[src/rtl/text_console_pkg.sv]
// ---------------------------------------------------------------------------
// text_console_pkg
// Shared definitions for the text console writer:
//   - default geometry (COLS x ROWS cells) and RAM widths
//   - control character codes and the blank cell value
//   - FSM state and decoded-operation enums
//   - is_printable() helper
// Optional feature macro used by the writer: TEXT_WRITER_TAB_EN.
// ---------------------------------------------------------------------------
package text_console_pkg;

  localparam int COLS   = 80;
  localparam int ROWS   = 60;
  localparam int ADDR_W = 13;
  localparam int DATA_W = 12;

  localparam logic [7:0] CH_BS    = 8'h08;
  localparam logic [7:0] CH_TAB   = 8'h09;
  localparam logic [7:0] CH_LF    = 8'h0A;
  localparam logic [7:0] CH_FF    = 8'h0C;
  localparam logic [7:0] CH_CR    = 8'h0D;
  localparam logic [7:0] CH_SPACE = 8'h20;

  localparam logic [11:0] BLANK_CELL = 12'h020;

  typedef enum logic [2:0] {
    ST_CLEAR,
    ST_IDLE,
    ST_PUT,
    ST_SCROLL,
    ST_BLANK
  } state_t;

  // Operation latched at accept time and carried out in PUT.
  typedef enum logic [2:0] {
    OP_NONE,
    OP_PRINT,
    OP_CR,
    OP_LF,
    OP_BS,
    OP_TAB
  } op_t;

  function automatic logic is_printable(input logic [7:0] c);
    return (c >= 8'h20) && (c <= 8'h7E);
  endfunction

endpackage

[src/rtl/text_console_writer_if.sv]
// ---------------------------------------------------------------------------
// text_console_writer_if
// Byte-stream handshake plus character-RAM port of the text console writer.
//   in_valid/in_ready/in_char/in_attr : byte input (valid/ready)
//   ram_we/ram_waddr/ram_wdata        : RAM write port
//   ram_raddr/ram_rdata               : RAM read port (1-cycle read latency)
// modport master : byte producer and RAM model side
// modport slave  : the writer itself
// ---------------------------------------------------------------------------
interface text_console_writer_if #(
  parameter int ADDR_W = 13,
  parameter int DATA_W = 12
) ();
  logic              in_valid;
  logic              in_ready;
  logic [7:0]        in_char;
  logic [3:0]        in_attr;
  logic              ram_we;
  logic [ADDR_W-1:0] ram_waddr;
  logic [DATA_W-1:0] ram_wdata;
  logic [ADDR_W-1:0] ram_raddr;
  logic [DATA_W-1:0] ram_rdata;

  modport master (
    output in_valid, in_char, in_attr, ram_rdata,
    input  in_ready, ram_we, ram_waddr, ram_wdata, ram_raddr
  );

  modport slave (
    input  in_valid, in_char, in_attr, ram_rdata,
    output in_ready, ram_we, ram_waddr, ram_wdata, ram_raddr
  );
endinterface

[src/rtl/text_cursor.sv]
// ---------------------------------------------------------------------------
// text_cursor
// Holds the cursor row/col and the linear cell address row*COLS+col, which is
// maintained incrementally (no multiplier). One strobe per cycle at most.
// Ports:
//   clk, rst                : clock, asynchronous active-high reset
//   inc_i                   : advance one column, wrapping into a line advance
//   dec_i                   : backspace move (col-1, or up to end of prior row)
//   cr_i / lf_i             : carriage return / line feed (LF implies CR)
//   tab_i                   : jump to next multiple of 8, wrapping like inc_i
//   home_i                  : cursor to (0,0)
//   set_last_row_i          : cursor to (ROWS-1, 0)
//   row_o, col_o, addr_o    : cursor position and linear address
//   last_col_o, last_row_o  : cursor on last column / last row
//   origin_o                : cursor at (0,0)
//   tab_wrap_o              : a TAB now would run past the end of the line
// On the last row a line advance keeps the row; the caller scrolls the RAM.
// ---------------------------------------------------------------------------
module text_cursor #(
  parameter int COLS   = text_console_pkg::COLS,
  parameter int ROWS   = text_console_pkg::ROWS,
  parameter int ADDR_W = text_console_pkg::ADDR_W
) (
  input  logic              clk,
  input  logic              rst,
  input  logic              inc_i,
  input  logic              dec_i,
  input  logic              cr_i,
  input  logic              lf_i,
  input  logic              tab_i,
  input  logic              home_i,
  input  logic              set_last_row_i,
  output logic [5:0]        row_o,
  output logic [6:0]        col_o,
  output logic [ADDR_W-1:0] addr_o,
  output logic              last_col_o,
  output logic              last_row_o,
  output logic              origin_o,
  output logic              tab_wrap_o
);
  localparam logic [6:0]        LAST_COL      = 7'(COLS - 1);
  localparam logic [5:0]        LAST_ROW      = 6'(ROWS - 1);
  localparam logic [ADDR_W-1:0] COLS_A        = ADDR_W'(COLS);
  localparam logic [ADDR_W-1:0] LAST_ROW_BASE = ADDR_W'((ROWS - 1) * COLS);

  logic [5:0]        row_q, row_d;
  logic [6:0]        col_q, col_d;
  logic [ADDR_W-1:0] addr_q, addr_d;
  logic [ADDR_W-1:0] line_start, next_line;
  logic [7:0]        tab_stop;

  assign last_col_o = (col_q == LAST_COL);
  assign last_row_o = (row_q == LAST_ROW);
  assign origin_o   = (col_q == 7'd0) && (row_q == 6'd0);

  // One bit wider than col so the stop past the last column is representable.
  assign tab_stop   = {1'b0, col_q[6:3], 3'b000} + 8'd8;
  assign tab_wrap_o = (tab_stop >= 8'(COLS));

  // row*COLS obtained by stripping the column off the linear address.
  assign line_start = addr_q - ADDR_W'(col_q);
  assign next_line  = last_row_o ? line_start : line_start + COLS_A;

  always_comb begin
    row_d  = row_q;
    col_d  = col_q;
    addr_d = addr_q;
    if (home_i) begin
      row_d  = '0;
      col_d  = '0;
      addr_d = '0;
    end else if (set_last_row_i) begin
      row_d  = LAST_ROW;
      col_d  = '0;
      addr_d = LAST_ROW_BASE;
    end else if (cr_i) begin
      col_d  = '0;
      addr_d = line_start;
    end else if (lf_i || (inc_i && last_col_o) || (tab_i && tab_wrap_o)) begin
      col_d  = '0;
      addr_d = next_line;
      if (!last_row_o) row_d = row_q + 6'd1;
    end else if (inc_i) begin
      col_d  = col_q + 7'd1;
      addr_d = addr_q + 1'b1;
    end else if (tab_i) begin
      col_d  = tab_stop[6:0];
      addr_d = addr_q + ADDR_W'(tab_stop[6:0] - col_q);
    end else if (dec_i) begin
      // Stepping back from (r,0) to (r-1,COLS-1) is also just addr-1.
      if (col_q != 7'd0) begin
        col_d  = col_q - 7'd1;
        addr_d = addr_q - 1'b1;
      end else if (row_q != 6'd0) begin
        row_d  = row_q - 6'd1;
        col_d  = LAST_COL;
        addr_d = addr_q - 1'b1;
      end
    end
  end

  always_ff @(posedge clk or posedge rst) begin
    if (rst) begin
      row_q  <= '0;
      col_q  <= '0;
      addr_q <= '0;
    end else begin
      row_q  <= row_d;
      col_q  <= col_d;
      addr_q <= addr_d;
    end
  end

  assign row_o  = row_q;
  assign col_o  = col_q;
  assign addr_o = addr_q;

endmodule

[src/rtl/text_console_writer.sv]
// ---------------------------------------------------------------------------
// text_console_writer
// Writer side of the COLS x ROWS text-mode character RAM. Accepts ASCII bytes
// over valid/ready, keeps a cursor, writes {attr, ascii} cells, handles
// CR/LF/BS/FF, auto-wraps, scrolls one line at the bottom and clears the RAM
// after reset.
// Ports:
//   clk     : clock (RAM write/read port domain)
//   rst     : asynchronous active-high reset
//   bus     : text_console_writer_if.slave (byte handshake + RAM port)
//   cur_row : cursor row, cur_col : cursor column
//   busy    : high whenever the FSM is not IDLE
// Optional: define TEXT_WRITER_TAB_EN to make 0x09 advance to the next
// multiple-of-8 column; otherwise 0x09 is ignored.
// ---------------------------------------------------------------------------
module text_console_writer #(
  parameter int COLS   = text_console_pkg::COLS,
  parameter int ROWS   = text_console_pkg::ROWS,
  parameter int ADDR_W = text_console_pkg::ADDR_W,
  parameter int DATA_W = text_console_pkg::DATA_W
) (
  input  logic                 clk,
  input  logic                 rst,
  text_console_writer_if.slave bus,
  output logic [5:0]           cur_row,
  output logic [6:0]           cur_col,
  output logic                 busy
);
  import text_console_pkg::*;

  localparam logic [ADDR_W-1:0] LAST_ADDR     = ADDR_W'(COLS * ROWS - 1);
  localparam logic [ADDR_W-1:0] LAST_ROW_BASE = ADDR_W'((ROWS - 1) * COLS);
  localparam logic [ADDR_W-1:0] COLS_A        = ADDR_W'(COLS);
  localparam logic [DATA_W-1:0] BLANK_D       = DATA_W'(BLANK_CELL);

  state_t            state_q;
  op_t               op_q, in_op;
  logic              ram_we_q, reading_q, busy_q;
  logic [ADDR_W-1:0] waddr_q, raddr_q, cur_addr;
  logic [DATA_W-1:0] wdata_q;

  logic at_last_col, at_last_row, at_origin, tab_wraps, scroll_needed;
  logic cur_inc, cur_dec, cur_cr, cur_lf, cur_tab, cur_home, cur_last;

  text_cursor #(.COLS(COLS), .ROWS(ROWS), .ADDR_W(ADDR_W)) u_cursor (
    .clk            (clk),
    .rst            (rst),
    .inc_i          (cur_inc),
    .dec_i          (cur_dec),
    .cr_i           (cur_cr),
    .lf_i           (cur_lf),
    .tab_i          (cur_tab),
    .home_i         (cur_home),
    .set_last_row_i (cur_last),
    .row_o          (cur_row),
    .col_o          (cur_col),
    .addr_o         (cur_addr),
    .last_col_o     (at_last_col),
    .last_row_o     (at_last_row),
    .origin_o       (at_origin),
    .tab_wrap_o     (tab_wraps)
  );

  // Classify the offered byte. BS at (0,0) moves nothing, so it writes nothing.
  always_comb begin
    in_op = OP_NONE;
    if (is_printable(bus.in_char)) begin
      in_op = OP_PRINT;
    end else begin
      case (bus.in_char)
        CH_CR:   in_op = OP_CR;
        CH_LF:   in_op = OP_LF;
        CH_BS:   in_op = at_origin ? OP_NONE : OP_BS;
`ifdef TEXT_WRITER_TAB_EN
        CH_TAB:  in_op = OP_TAB;
`endif
        default: in_op = OP_NONE;
      endcase
    end
  end

  // Cursor moves happen on the edge that leaves PUT; clear/blank end fix it up.
  assign cur_inc  = (state_q == ST_PUT) && (op_q == OP_PRINT);
  assign cur_dec  = (state_q == ST_PUT) && (op_q == OP_BS);
  assign cur_cr   = (state_q == ST_PUT) && (op_q == OP_CR);
  assign cur_lf   = (state_q == ST_PUT) && (op_q == OP_LF);
  assign cur_tab  = (state_q == ST_PUT) && (op_q == OP_TAB);
  assign cur_home = (state_q == ST_CLEAR) && ram_we_q && (waddr_q == LAST_ADDR);
  assign cur_last = (state_q == ST_BLANK) && (waddr_q == LAST_ADDR);

  assign scroll_needed = at_last_row &&
                         (((op_q == OP_PRINT) && at_last_col) ||
                          (op_q == OP_LF) ||
                          ((op_q == OP_TAB) && tab_wraps));

  always_ff @(posedge clk or posedge rst) begin
    if (rst) begin
      state_q   <= ST_CLEAR;
      op_q      <= OP_NONE;
      ram_we_q  <= 1'b0;
      waddr_q   <= '0;
      wdata_q   <= '0;
      raddr_q   <= '0;
      reading_q <= 1'b0;
      busy_q    <= 1'b0;
    end else begin
      case (state_q)
        ST_CLEAR: begin
          busy_q  <= 1'b1;
          wdata_q <= BLANK_D;
          if (!ram_we_q) begin
            // First cycle after reset: no write yet, start at cell 0.
            ram_we_q <= 1'b1;
            waddr_q  <= '0;
          end else if (waddr_q == LAST_ADDR) begin
            ram_we_q <= 1'b0;
            busy_q   <= 1'b0;
            state_q  <= ST_IDLE;
          end else begin
            waddr_q <= waddr_q + 1'b1;
          end
        end

        ST_IDLE: begin
          if (bus.in_valid) begin
            busy_q <= 1'b1;
            if (bus.in_char == CH_FF) begin
              // Start writing cell 0 straight away so the clear is exactly
              // one write per cycle with no idle lead-in.
              state_q  <= ST_CLEAR;
              ram_we_q <= 1'b1;
              waddr_q  <= '0;
              wdata_q  <= BLANK_D;
            end else begin
              state_q  <= ST_PUT;
              op_q     <= in_op;
              ram_we_q <= (in_op == OP_PRINT) || (in_op == OP_BS);
              if (in_op == OP_BS) begin
                // Backspace blanks the cell it moves to, which is always addr-1.
                waddr_q <= cur_addr - 1'b1;
                wdata_q <= DATA_W'({bus.in_attr, CH_SPACE});
              end else begin
                waddr_q <= cur_addr;
                wdata_q <= DATA_W'({bus.in_attr, bus.in_char});
              end
            end
          end
        end

        ST_PUT: begin
          ram_we_q <= 1'b0;
          if (scroll_needed) begin
            state_q   <= ST_SCROLL;
            raddr_q   <= COLS_A;
            reading_q <= 1'b1;
          end else begin
            state_q <= ST_IDLE;
            busy_q  <= 1'b0;
          end
        end

        ST_SCROLL: begin
          // Read k this cycle, write k-COLS next cycle with the returned data.
          if (reading_q) begin
            ram_we_q <= 1'b1;
            waddr_q  <= raddr_q - COLS_A;
            if (raddr_q == LAST_ADDR) begin
              reading_q <= 1'b0;
              raddr_q   <= '0;
            end else begin
              raddr_q <= raddr_q + 1'b1;
            end
          end else begin
            // Drain cycle just wrote the final copy; blank the last row next.
            state_q  <= ST_BLANK;
            ram_we_q <= 1'b1;
            waddr_q  <= LAST_ROW_BASE;
            wdata_q  <= BLANK_D;
          end
        end

        ST_BLANK: begin
          if (waddr_q == LAST_ADDR) begin
            ram_we_q <= 1'b0;
            busy_q   <= 1'b0;
            state_q  <= ST_IDLE;
          end else begin
            waddr_q <= waddr_q + 1'b1;
          end
        end

        default: begin
          state_q  <= ST_CLEAR;
          ram_we_q <= 1'b0;
        end
      endcase
    end
  end

  assign bus.in_ready  = (state_q == ST_IDLE);
  assign bus.ram_we    = ram_we_q;
  assign bus.ram_waddr = waddr_q;
  assign bus.ram_raddr = raddr_q;
  // Scroll copies forward the RAM read data in the cycle it arrives.
  assign bus.ram_wdata = (state_q == ST_SCROLL) ? bus.ram_rdata : wdata_q;
  assign busy          = busy_q;

endmodule

[src/flat_wrapper.sv]
// flat-port wrapper written by rule: the top's interface ports become plain ports
module text_console_writer_flat import text_console_pkg::*;
#(
  parameter int COLS   = text_console_pkg::COLS,
  parameter int ROWS   = text_console_pkg::ROWS,
  parameter int ADDR_W = text_console_pkg::ADDR_W,
  parameter int DATA_W = text_console_pkg::DATA_W
)
  (clk, rst, cur_row, cur_col, busy, bus_in_valid, bus_in_char, bus_in_attr, bus_ram_rdata, bus_in_ready, bus_ram_we, bus_ram_waddr, bus_ram_wdata, bus_ram_raddr);
  text_console_writer_if #(.ADDR_W(ADDR_W), .DATA_W(DATA_W)) bus_i ();
  input  logic clk;
  input  logic rst;
  output logic [5:0] cur_row;
  output logic [6:0] cur_col;
  output logic busy;
  input wire logic [$bits(bus_i.in_valid)-1:0] bus_in_valid;
  input wire logic [$bits(bus_i.in_char)-1:0] bus_in_char;
  input wire logic [$bits(bus_i.in_attr)-1:0] bus_in_attr;
  input wire logic [$bits(bus_i.ram_rdata)-1:0] bus_ram_rdata;
  output wire logic [$bits(bus_i.in_ready)-1:0] bus_in_ready;
  output wire logic [$bits(bus_i.ram_we)-1:0] bus_ram_we;
  output wire logic [$bits(bus_i.ram_waddr)-1:0] bus_ram_waddr;
  output wire logic [$bits(bus_i.ram_wdata)-1:0] bus_ram_wdata;
  output wire logic [$bits(bus_i.ram_raddr)-1:0] bus_ram_raddr;
  assign bus_i.in_valid = bus_in_valid;
  assign bus_i.in_char = bus_in_char;
  assign bus_i.in_attr = bus_in_attr;
  assign bus_i.ram_rdata = bus_ram_rdata;
  assign bus_in_ready = bus_i.in_ready;
  assign bus_ram_we = bus_i.ram_we;
  assign bus_ram_waddr = bus_i.ram_waddr;
  assign bus_ram_wdata = bus_i.ram_wdata;
  assign bus_ram_raddr = bus_i.ram_raddr;
  text_console_writer #(.COLS(COLS), .ROWS(ROWS), .ADDR_W(ADDR_W), .DATA_W(DATA_W)) u_core (.clk(clk), .rst(rst), .bus(bus_i), .cur_row(cur_row), .cur_col(cur_col), .busy(busy));
endmodule
[config.mk]
export PLATFORM = sky130hd
export DESIGN_NAME = text_console_writer_flat
export DESIGN_NICKNAME = d
export VERILOG_FILES = /design/src/rtl/text_console_pkg.sv /design/src/rtl/text_console_writer_if.sv /design/src/rtl/text_cursor.sv /design/src/rtl/text_console_writer.sv /design/src/flat_wrapper.sv
export SDC_FILE = /design/constraint.sdc
export NUM_CORES = 1
export LEC_CHECK = 0
export BUFFER_PORTS_ARGS = -buffer_cell sky130_fd_sc_hd__buf_2
export CAP_MARGIN = 40
export CORE_MARGIN = 10
export CORE_UTILIZATION = 43
export CTS_CLUSTER_DIAMETER = 40
export CTS_CLUSTER_SIZE = 24
export DETAILED_ROUTE_END_ITERATION = 7
export GPL_TIMING_DRIVEN = 0
export PLACE_DENSITY = 0.72
export SLEW_MARGIN = 30
export SYNTH_ARGS = -nofsm -noshare
export SYNTH_HDL_FRONTEND = slang
export SYNTH_SLANG_ARGS = --single-unit
export TNS_END_PERCENT = 20
[constraint.sdc]
create_clock -name clk -period 7.45 [get_ports clk]
set_input_delay 1.8625 -clock clk [delete_from_list [all_inputs] [get_ports clk]]
set_output_delay 1.8625 -clock clk [all_outputs]
set_load 0.005 [all_outputs]
==> results of run 1 <==
per-stage QoR:
stage                     instances  hold slack, ns  setup WS [ns]
after floorplan                 909          0.4497          3.624
after global placement         1205          0.4613          2.617
after detailed placement       1209          0.4737          3.073
after CTS                      1225          0.4878          3.039
after global routing           1228          0.5303          2.532
final                          1228          0.4869          3.039
registers in the layout, indices dropped and copies added (netlist names):
signal,cells
u_core.bus.ram_raddr,13
u_core.bus.ram_waddr,13
u_core.bus.ram_we,1
u_core.busy,1
u_core.op_q,3
u_core.reading_q,1
u_core.state_q,3
u_core.u_cursor.addr_o,13
u_core.u_cursor.col_o,7
u_core.u_cursor.row_o,6
u_core.wdata_q,12
cells in the final DEF, fill, tap and decap left out, types with 6 or more instances in the layout:
| cell type | instances |
|---|---|
| o21ai_1 | 15 |
| o21a_1 | 7 |
| buf_2 | 89 |
| mux2i_1 | 6 |
| o21ai_0 | 61 |
| o221ai_1 | 6 |
| nor2b_1 | 7 |
| a211oi_1 | 13 |
| a21oi_1 | 53 |
| nand2b_1 | 7 |
| clkbuf_1 | 39 |
| nand2_1 | 134 |
| xnor2_1 | 41 |
| nand4_1 | 7 |
| and3_1 | 13 |
| o22ai_1 | 8 |
| nor3_1 | 34 |
| nor2_1 | 76 |
| and2_1 | 8 |
| nor4_1 | 12 |
| a31oi_1 | 12 |
| a21o_1 | 8 |
| or3_1 | 10 |
| clkbuf_16 | 9 |
| a22o_1 | 8 |
| xor2_1 | 24 |
| inv_1 | 32 |
| nand3_1 | 35 |
| o31ai_1 | 6 |
| dfrtp_1 | 73 |
| o211ai_1 | 9 |
| or4_1 | 6 |
| ha_1 | 38 |
Yosys cell counts (all sizes together), types with 8 or more instances:
| master | count | area share, % |
|---|---|---|
| a211oi | 13 | 1.4 |
| a21o | 8 | 0.87 |
| a21oi | 53 | 3.8 |
| a22o | 8 | 1.0 |
| a31oi | 12 | 1.1 |
| and2 | 8 | 0.72 |
| and3 | 13 | 1.2 |
| buf | 13 | 1.1 |
| clkbuf | 38 | 2.1 |
| dfrtp | 73 | 26 |
| ha | 38 | 6.9 |
| inv | 34 | 1.8 |
| nand2 | 135 | 7.4 |
| nand3 | 35 | 2.5 |
| nor2 | 76 | 4.1 |
| nor3 | 35 | 2.6 |
| nor4 | 15 | 1.8 |
| o211ai | 9 | 0.98 |
| o21ai | 77 | 5.7 |
| o22ai | 9 | 0.90 |
| or3 | 10 | 0.90 |
| xnor2 | 41 | 5.2 |
| xor2 | 24 | 3.0 |
cells by family (layout without fill, tap and decap cells):
| kind of cell | count (synthesis) | in the layout |
|---|---|---|
| AOI/OAI and AO/OA | 254 | 254 |
| xor gates and xnor gates | 65 | 65 |
| adders and majority gates | 41 | 41 |
| buffers and inverters | 85 | 188 |
| DFF | 73 | 73 |
| muxes | 8 | 8 |
| and+or+nand+nor | 383 | 383 |
layout make-up:
cell class              instances  share of cell area (%)
inverters                      34                   1.634
plain buffers                  51                   2.734
clock inverters                 6                   1.131
flip-flops and latches         73                   22.94
well taps                     216                   3.394
multi-input cells             751                   59.58
repair buffers                 87                   5.719
clock buffers                  10                   2.875
layer usage:
layer | vias to the layer above | share of wire [%]
met1 | 3472 | 43
met5 | - | 0
met4 | 0 | 2.8
met3 | 40 | 8.2
li1 | 3500 | -
met2 | 320 | 46
worst paths after layout:
check,to,depth (start not counted)
hold reg to reg,u_core.wdata_q[9],2
setup / recovery,u_core.u_cursor.row_o[5],18
setup reg to reg,u_core.u_cursor.row_o[5],18
min in group asynchronous,u_core.u_cursor.col_o[2],2
hold / removal,u_core.wdata_q[9],2
max in group asynchronous,u_core.wdata_q[3],3
power groups by stage:
stage	registers (mW)	clock network (mW)	logic, mW
finish	0.468	0.486	0.247
floorplan	0.464	0	0.167
CTS	0.466	0.490	0.247
global route	0.473	0.507	0.279
detailed placement	0.474	0	0.245
global placement	0.473	0	0.238
worst max-delay path: stages, from the launching register on:
cell	delay, ns
dfrtp_1	0.35
clkbuf_1	0.39
inv_1	0.22
ha_1	0.40
nor3b_1	0.25
o21ai_0	0.11
a21oi_1	0.23
o22ai_2	0.20
inv_2	0.13
clkbuf_1	0.51
ha_1	0.35
a21o_1	0.18
a21oi_1	0.22
o21bai_1	0.10
a21oi_1	0.18
xnor2_1	0.16
mux2i_1	0.10
o21ai_0	0.17
nor2_1	0.05
==> results.json, run 1 <==
{
  "status": "complete, no violations",
  "antenna_found_initial": 0,
  "fin_crit_sh_pct": 59.21,
  "grt_use_total_pct": 20.11,
  "cts_tree": "yes",
  "fin_nets": 1075,
  "wl_per_cell_um": 17.75,
  "cts_buffers": 9,
  "total_power_mw": 1.201,
  "place_hpwl_um": 16800,
  "synth_compound_area_share_pct": 23.97,
  "synth-simple-area-share_pct": 27.46,
  "place.gp.congestion": 0.9592,
  "hold_violations": 0,
  "synth_area_sq_mm": 0.006917,
  "setup_viol": 0,
  "busiest_layer": "met2",
  "cts_root_buf": "clkbuf_16",
  "combPwrFrac_pct": 20.6,
  "syn_nets": 977,
  "pwr-share-seq_pct": 39.0,
  "htreeDepth": 3,
  "fill_cells": 1576,
  "cp-end-kind": "flop",
  "wl_um": 21800,
  "cp.arrival_ns": 4.65,
  "drc_errors": 0,
  "critical_path_class": "reg -> reg",
  "max_freq_mhz": 226.7,
  "grt_util_met2_pct": 31.50,
  "clock_latency_ns": 0.36,
  "register_area_sq_mm": 0.001827,
  "synth.area.mux_share_pct": 1.194,
  "ys_types": 83,
  "fin_crit_ns": 4.411,
  "synth_warnings": 0,
  "grt_overflow": 0,
  "clk_pin_slew_ns": 0.06,
  "area_growth_pct": 15.14,
  "start_util_pct": 43.70,
  "via_count": 7332,
  "drv_slew": 0,
  "synth-xor-area-share_pct": 8.231,
  "drive_above_1_share_pct": 13.14,
  "detail-route-antenna-nets": 0,
  "min_from": "u_core.wdata_q[9]",
  "async_flop_share_pct": 100.0,
  "grt_pass1_vias": 6867,
  "avgSynthCellArea_sq_um": 7.609,
  "grt_util_met3_pct": 3.686,
  "cts_hold_buf": 0,
  "cp_max_fo": 13,
  "startpoint": "u_core.u_cursor.col_o[5]",
  "cts_resized": 0,
  "drtIter0Drc": 773,
  "vdd_drop_max_v": 0.0001096,
  "coreArea_sq_mm": 0.01583,
  "ys.flop_type": "dfrtp_1",
  "switchingPower_mw": 0.3696,
  "ys_seq_elements": 73,
  "rsz0062_at_grt": "no",
  "vias_per_cell": 5.971,
  "fin_util_pct": 50.32,
  "die_area_sq_mm": 0.02156,
  "grt_util_met1_pct": 26.83,
  "rrSetupSlack_ns": 3.04,
  "cp-start-kind": "flop",
  "slew_headroom_pct": 45.09,
  "multiInputGateArea_sq_mm": 0.004745,
  "fp.dieW_um": 146.8,
  "rr_startpoint": "u_core.u_cursor.col_o[5]",
  "num_rows": 46,
  "cts.sinks": 73,
  "placed_area_sq_mm": 0.007630,
  "p_sw_share_pct": 30.76,
  "clockPowerShare_pct": 40.4,
  "cp.required_ns": 7.69,
  "synth_top_family_by_area": "simple AND/OR/NAND/NOR gates",
  "max_cap_viol_count": 0,
  "p_int_mw": 0.8318,
  "finClkSkew_ns": 0.01012,
  "hp-class": "reg -> reg",
  "power.density_mw_per_mm2": 150.9,
  "synth_edf_count": 0,
  "clock_path_buffers": 2,
  "synth_fa_ha_area_share_pct": 7.742,
  "dr.pass1.iters": 7,
  "die_y_um": 146.8,
  "synthCells": 909,
  "seq_area_frac_synth_pct": 26.41,
  "grt_pass1_wl_um": 35890,
  "port_buffers": 80,
  "tightest_slew_ns": 0.8161,
  "grt_max_degree": 39,
  "p_leak_nw": 3.513,
  "final_area_sq_mm": 0.007964,
  "ioPinCount": 81,
  "fin_tns_setup_ns": 0,
  "antenna_cells": 0,
  "post-cts-setup-buffer-count": 0
}
Power figures use the tool's default switching activity.
==> inputs of run 2 (changes only) <==
Settings changed: PLACE_DENSITY 0.72 to 0.74.
Clock period 7.45 ns to 3.86 ns, I/O delays scaled along.
==> run 2 against run 1 <==
  * Global-route usage shrank 0.097 points
  * Utilization grew 0.59 points
  * Combinational power grew 96%
  * Sequential share of layout area shrank 0.23 points
  * Clock power grew 93%
  * Design area grew 1.2%
  * First-iteration DRC count grew 1.7%
  * Critical path type unchanged
  * Largest power group unchanged
==> results.json, run 2 (synthesis gave the netlist of run 1 again) <==
{
  "grt_pass1_vias": 6921,
  "vias_per_cell": 6.071,
  "coreArea_sq_mm": 0.01583,
  "wl_per_cell_um": 17.89,
  "fin_crit_ns": 3.679,
  "cp_top_family": "compound AO/OA/AOI/OAI gates",
  "max_cap_viol_count": 0,
  "p_leak_nw": 3.529,
  "final_cell_mix": "134 x nand2_1, 89 x buf_2, 75 x nor2_1, 71 x dfrtp_1, 61 x o21ai_0",
  "place_hpwl_um": 16680,
  "clock_latency_ns": 0.35,
  "detail-route-antenna-nets": 0,
  "min_from": "u_core.wdata_q[8]",
  "place_inst": 1210,
  "fp.dieW_um": 146.8,
  "setup_viol": 0,
  "hold_end": "u_core.wdata_q[8]",
  "r2r_end": "u_core.u_cursor.addr_o[7]",
  "crit_top_cell": "xnor2_1",
  "cts_buffers": 9,
  "total_power_mw": 2.329,
  "via_count": 7455,
  "cpMaxStageDelayCell": "dfrtp_1",
  "cts_root_buf": "clkbuf_16",
  "grt_use_total_pct": 20.02,
  "ioPinCount": 81,
  "cp.buffers_inverters": 3,
  "slew_headroom_pct": 41.53,
  "cts_hold_buf": 0,
  "vdd_drop_max_v": 0.0002094,
  "die_y_um": 146.8,
  "rrSetupSlack_ns": 0.18,
  "fin_crit_sh_pct": 95.32,
  "htreeDepth": 3,
  "reg2reg_depth": 16,
  "start_util_pct": 43.70,
  "critical_path_class": "reg -> reg",
  "antenna_cells": 0,
  "rsz0062_at_grt": "yes",
  "cts_tree": "yes",
  "drtIter0Drc": 786,
  "status": "complete, no violations",
  "die_area_sq_mm": 0.02156,
  "cp.required_ns": 4.10,
  "finClkSkew_ns": 0.008474,
  "port_buffers": 80,
  "rr_startpoint": "u_core.u_cursor.col_o[4]",
  "path_cells": "clkbuf_4 > inv_1 > ha_4 > xnor2_1 > a311oi_1 > o22ai_1 > xnor2_1 > buf_4 > ha_1 > nand2_1 > o32ai_2 > nand2b_1 > xor2_1 > o221ai_1 > o311ai_0 > a22o_1",
  "max_freq_mhz": 271.8,
  "area_growth_pct": 16.48,
  "fin_nets": 1075,
  "drv_slew": 0,
  "clock_path_buffers": 2,
  "drive_above_1_share_pct": 14.72,
  "fin_util_pct": 50.90,
  "place.gp.congestion": 0.9554,
  "cp_max_fo": 9,
  "dr.pass1.iters": 5,
  "hp-class": "reg -> reg",
  "cp.arrival_ns": 3.92,
  "antenna_found_initial": 0,
  "hold_violations": 0,
  "wl_um": 21970,
  "clk_pin_slew_ns": 0.07,
  "tightest_slew_ns": 0.8679,
  "power.density_mw_per_mm2": 289.1,
  "grt_pass1_wl_um": 36120,
  "cp-start-kind": "flop",
  "final_common_cell": "nand2_1",
  "fill_cells": 1557,
  "cp-end-kind": "flop",
  "critical-path-max-stage-delay_ns": 0.41,
  "drc_errors": 0,
  "hold_ws_ns": 0.4835,
  "grt_max_degree": 40,
  "whs_path_depth": 2,
  "num_rows": 46,
  "cts.sinks": 73,
  "grt_overflow": 0,
  "instances_no_fill": 1228
}
-- run 2: cell count changes in the layout (fill, tap and decap cells not counted), sizes merged --
cell / previous run / this run
buf: 97 / 101
clkdlybuf4s18: 1 / 0
clkbuf: 50 / 47
-- run 2: routing by layer --
| metal | track usage [%] | routed length, um | vias to the layer above |
|---|---|---|---|
| met5 | 0 | 0 | - |
| met4 | 7.007 | 687 | 0 |
| met3 | 3.778 | 2070 | 66 |
| met2 | 31.54 | 9989 | 407 |
| met1 | 26.76 | 9224 | 3465 |
| li1 | - | - | 3517 |
-- run 2: tightest hold or removal path, cell delays in order (launching register included) --
cell	delay [ns]
dfrtp_1	0.34
nand2_1	0.05
o21ai_0	0.06
-- run 2: worst max path at each step --
stage	startpoint	to	slack, ns	cells past startpoint
2_1_floorplan	u_core.u_cursor.col_o[5]	u_core.u_cursor.row_o[5]	0.21	18
3_3_place_gp	u_core.u_cursor.col_o[5]	u_core.u_cursor.row_o[5]	-0.52	18
3_5_place_dp	u_core.u_cursor.col_o[4]	u_core.u_cursor.row_o[5]	-0.58	18
4_1_cts	u_core.u_cursor.col_o[5]	u_core.u_cursor.row_o[5]	0.03	16
5_1_grt	u_core.u_cursor.col_o[4]	u_core.u_cursor.addr_o[6]	-0.004	14
6_report	u_core.u_cursor.col_o[4]	u_core.u_cursor.addr_o[7]	0.18	16
-- run 2: stage by stage --
stage	setup TNS [ns]	area, sq um	setup WS, ns
3_3_place_gp	-3.538	7587	-0.5209
5_1_grt	-0.003608	8056	-0.003608
3_5_place_dp	-0.9333	7629	-0.5805
4_1_cts	0	7944	0.03068
2_1_floorplan	0	6917	0.2117
6_report	0	8056	0.1807
-- run 2: timing repair --
action,CTS,global route
gates resized for setup,2,19
setup buffers,0,3
pin swaps,0,3
endpoints found under the setup margin,6,8
-- run 2: final cells by class --
type	count	area (sq um)	share of cell area [%]
inverters	34	132.6	1.646
flip-flops and latches	73	1829	22.71
repair buffers	89	466.7	5.793
multi-input cells	751	4822	59.85
clock buffers	10	229.0	2.842
well taps	216	270.3	3.355
clock inverters	6	90.09	1.118
plain buffers	49	216.5	2.687
-- run 2: where the power goes --
| group | internal, mW | total, mW | switching (mW) | leakage (nW) |
|---|---|---|---|---|
| clock network | 0.569 | 0.939 | 0.369 | 0.153 |
| logic | 0.223 | 0.485 | 0.263 | 2.42 |
| registers | 0.818 | 0.905 | 0.0873 | 0.954 |
| total | 1.61 | 2.33 | 0.719 | 3.53 |
==> inputs of run 3 (changes only) <==
Settings changed: BUFFER_PORTS_ARGS -buffer_cell sky130_fd_sc_hd__buf_2 to -buffer_cell sky130_fd_sc_hd__buf_4.
==> run 3 against run 2 <==
  * Clock power is 2.3% higher
  * Non-clock buffer count is 3 higher
  * Routed wire length is 2.3% higher
  * Utilization is 1.3 points higher
  * Sequential share of layout area is 0.60 points lower
  * Design area is 2.6% higher
  * Sequential power hardly changed
  * Final cell count is 0.24% higher
  * Setup slack better by 0.028 ns
  * Via count is 0.90% lower
  * Global-route usage is 0.43 points higher
  * First-iteration DRC count is 8.4% higher
  * Critical path type unchanged
  * Largest cell class unchanged
  * Largest power group unchanged
==> results.json, run 3 (synthesis gave the netlist of run 1 again) <==
{
  "cts_hold_buf": 0,
  "area_growth_pct": 19.50,
  "register_area_sq_mm": 0.001827,
  "start_util_pct": 43.70,
  "multiInputGateArea_sq_mm": 0.004793,
  "pwr-share-seq_pct": 38.0,
  "drv_slew": 0,
  "grt_pass1_vias": 6945,
  "num_rows": 46,
  "hold_violations": 0,
  "grt_max_degree": 51,
  "vias_per_cell": 6.002,
  "slew_headroom_pct": 47.26,
  "clk_pin_slew_ns": 0.07,
  "path_cells": "buf_4 > inv_1 > ha_4 > xnor2_2 > a311oi_1 > o22ai_1 > xnor2_1 > ha_1 > nand3_1 > o32ai_1 > nand2b_1 > xor2_1 > o221ai_1 > o311ai_0 > a22o_1",
  "antenna_found_initial": 0,
  "wl_per_cell_um": 18.26,
  "cts_buffers": 9,
  "rr_startpoint": "u_core.u_cursor.col_o[4]",
  "critical_path_class": "reg -> reg",
  "clock_path_buffers": 2,
  "p_int_mw": 1.659,
  "startpoint": "u_core.u_cursor.col_o[4]",
  "die_y_um": 146.8,
  "grt_use_total_pct": 20.44,
  "setup_ws_ns": 0.2086,
  "cp.arrival_ns": 3.95,
  "p_sw_share_pct": 30.60,
  "max_freq_mhz": 273.9,
  "critical-path-max-stage-delay_ns": 0.42,
  "max_cap_viol_count": 0,
  "drt-met1-wl_um": 9736,
  "cp-start-kind": "flop",
  "hp-class": "reg -> reg",
  "power.density_mw_per_mm2": 289.2,
  "routed.top_layer": "met4",
  "cp.required_ns": 4.15,
  "cp_top_family": "compound AO/OA/AOI/OAI gates",
  "place.gp.congestion": 0.9662,
  "rsz0062_at_grt": "no",
  "antenna_cells": 0,
  "cts_tree": "yes",
  "place_hpwl_um": 16910,
  "cts.sinks": 73,
  "fin_crit_sh_pct": 94.60,
  "min_from": "u_core.wdata_q[0]",
  "wl_met3_um": 2009,
  "ioPinCount": 81,
  "drc_errors": 0,
  "switchingPower_mw": 0.7313,
  "vdd_drop_max_v": 0.0002210,
  "fp.dieW_um": 146.8,
  "die_area_sq_mm": 0.02156,
  "total_power_mw": 2.390,
  "route.met2.wl_um": 10070,
  "p_leak_nw": 3.587,
  "detail-route-antenna-nets": 0,
  "combPwrFrac_pct": 21.8,
  "htreeDepth": 3,
  "dp_slack_ns": -0.5226,
  "final_cell_mix": "134 x nand2_1, 87 x buf_4, 76 x nor2_1, 73 x dfrtp_1, 61 x o21ai_0",
  "clock_latency_ns": 0.36,
  "final_common_cell": "nand2_1",
  "cp_max_fo": 9,
  "dr.pass1.iters": 5,
  "fin_tns_setup_ns": 0,
  "grt_overflow": 0,
  "drtIter0Drc": 852,
  "status": "complete, no violations",
  "setup_viol": 0,
  "cts_root_buf": "clkbuf_16",
  "fill_cells": 1514,
  "tightest_slew_ns": 0.7839,
  "fin_nets": 1078,
  "grt_pass1_wl_um": 36630,
  "cp-end-kind": "flop",
  "fin_crit_ns": 3.651,
  "drive_above_1_share_pct": 14.29,
  "clockPowerShare_pct": 40.2,
  "port_buffers": 80,
  "coreArea_sq_mm": 0.01583,
  "cp.buffers_inverters": 2,
  "wl_um": 22480,
  "cpMaxStageDelayCell": "dfrtp_1",
  "finClkSkew_ns": 0.01321,
  "via_count": 7388
}
-- run 3: cell types whose count changed in the layout (fill, tap and decap cells not counted), moves of 2 or more --
cell     before  now
buf_2        89    9
buf_4         4   87
dfrtp_1      71   73
dfrtp_2       2    0
-- run 3: tightest hold or removal path: cells and delay by family, from the launching register on --
family	cells	cell delay (ns)
compound gates	1	0.06
flops	1	0.34
simple gates	1	0.05
-- run 3: layer usage --
layer	vias to the layer above	GRT usage (%)
li1	3507	-
met1	3458	27.67
met2	368	31.39
met3	55	4.330
met4	0	7.307
met5	-	0
-- run 3: power by group through the flow --
stage               combinational [mW]  clock [mW]  sequential (mW)
floorplan                        0.323           0            0.896
global placement                 0.490           0            0.915
detailed placement               0.507           0            0.917
CTS                              0.512       0.973            0.903
global route                     0.580        1.00            0.918
finish                           0.521       0.961            0.908
-- run 3: final timing paths --
| check | slack [ns] | endpoint | cells after the start |
|---|---|---|---|
| min in group asynchronous | 0.60 | u_core.u_cursor.addr_o[5] | 2 |
| setup / recovery | 0.21 | u_core.u_cursor.addr_o[7] | 15 |
| hold / removal | 0.48 | u_core.wdata_q[0] | 2 |
| max in group asynchronous | 2.68 | u_core.u_cursor.row_o[1] | 3 |
| hold reg to reg | 0.48 | u_core.wdata_q[0] | 2 |
| setup reg to reg | 0.21 | u_core.u_cursor.addr_o[7] | 15 |
-- run 3: timing repair --
action                                  CTS  global route
setup buffers                             0             3
endpoints found under the setup margin    6             7
pin swaps                                 0             4
gates resized for setup                   2            18
-- run 3: metrics by stage --
stage	area [sq um]	cells	utilization [%]	hold WS, ns
6_report	8265	1231	52.22	0.4837
3_3_place_gp	7787	1205	49.20	0.4626
3_5_place_dp	7838	1210	49.52	0.4709
5_1_grt	8265	1231	52.22	0.5238
4_1_cts	8165	1225	51.59	0.4873
2_1_floorplan	6917	909	-	0.4497
-- run 3: final cells by class --
| class | instances | share of cell area [%] |
|---|---|---|
| buffer | 50 | 2.710 |
| clock buffer | 10 | 2.891 |
| clock inverter | 6 | 1.090 |
| inverter | 34 | 1.635 |
| multi-input combinational | 751 | 57.99 |
| sequential | 73 | 22.10 |
| tap | 216 | 3.270 |
| timing repair buffer | 91 | 8.311 |
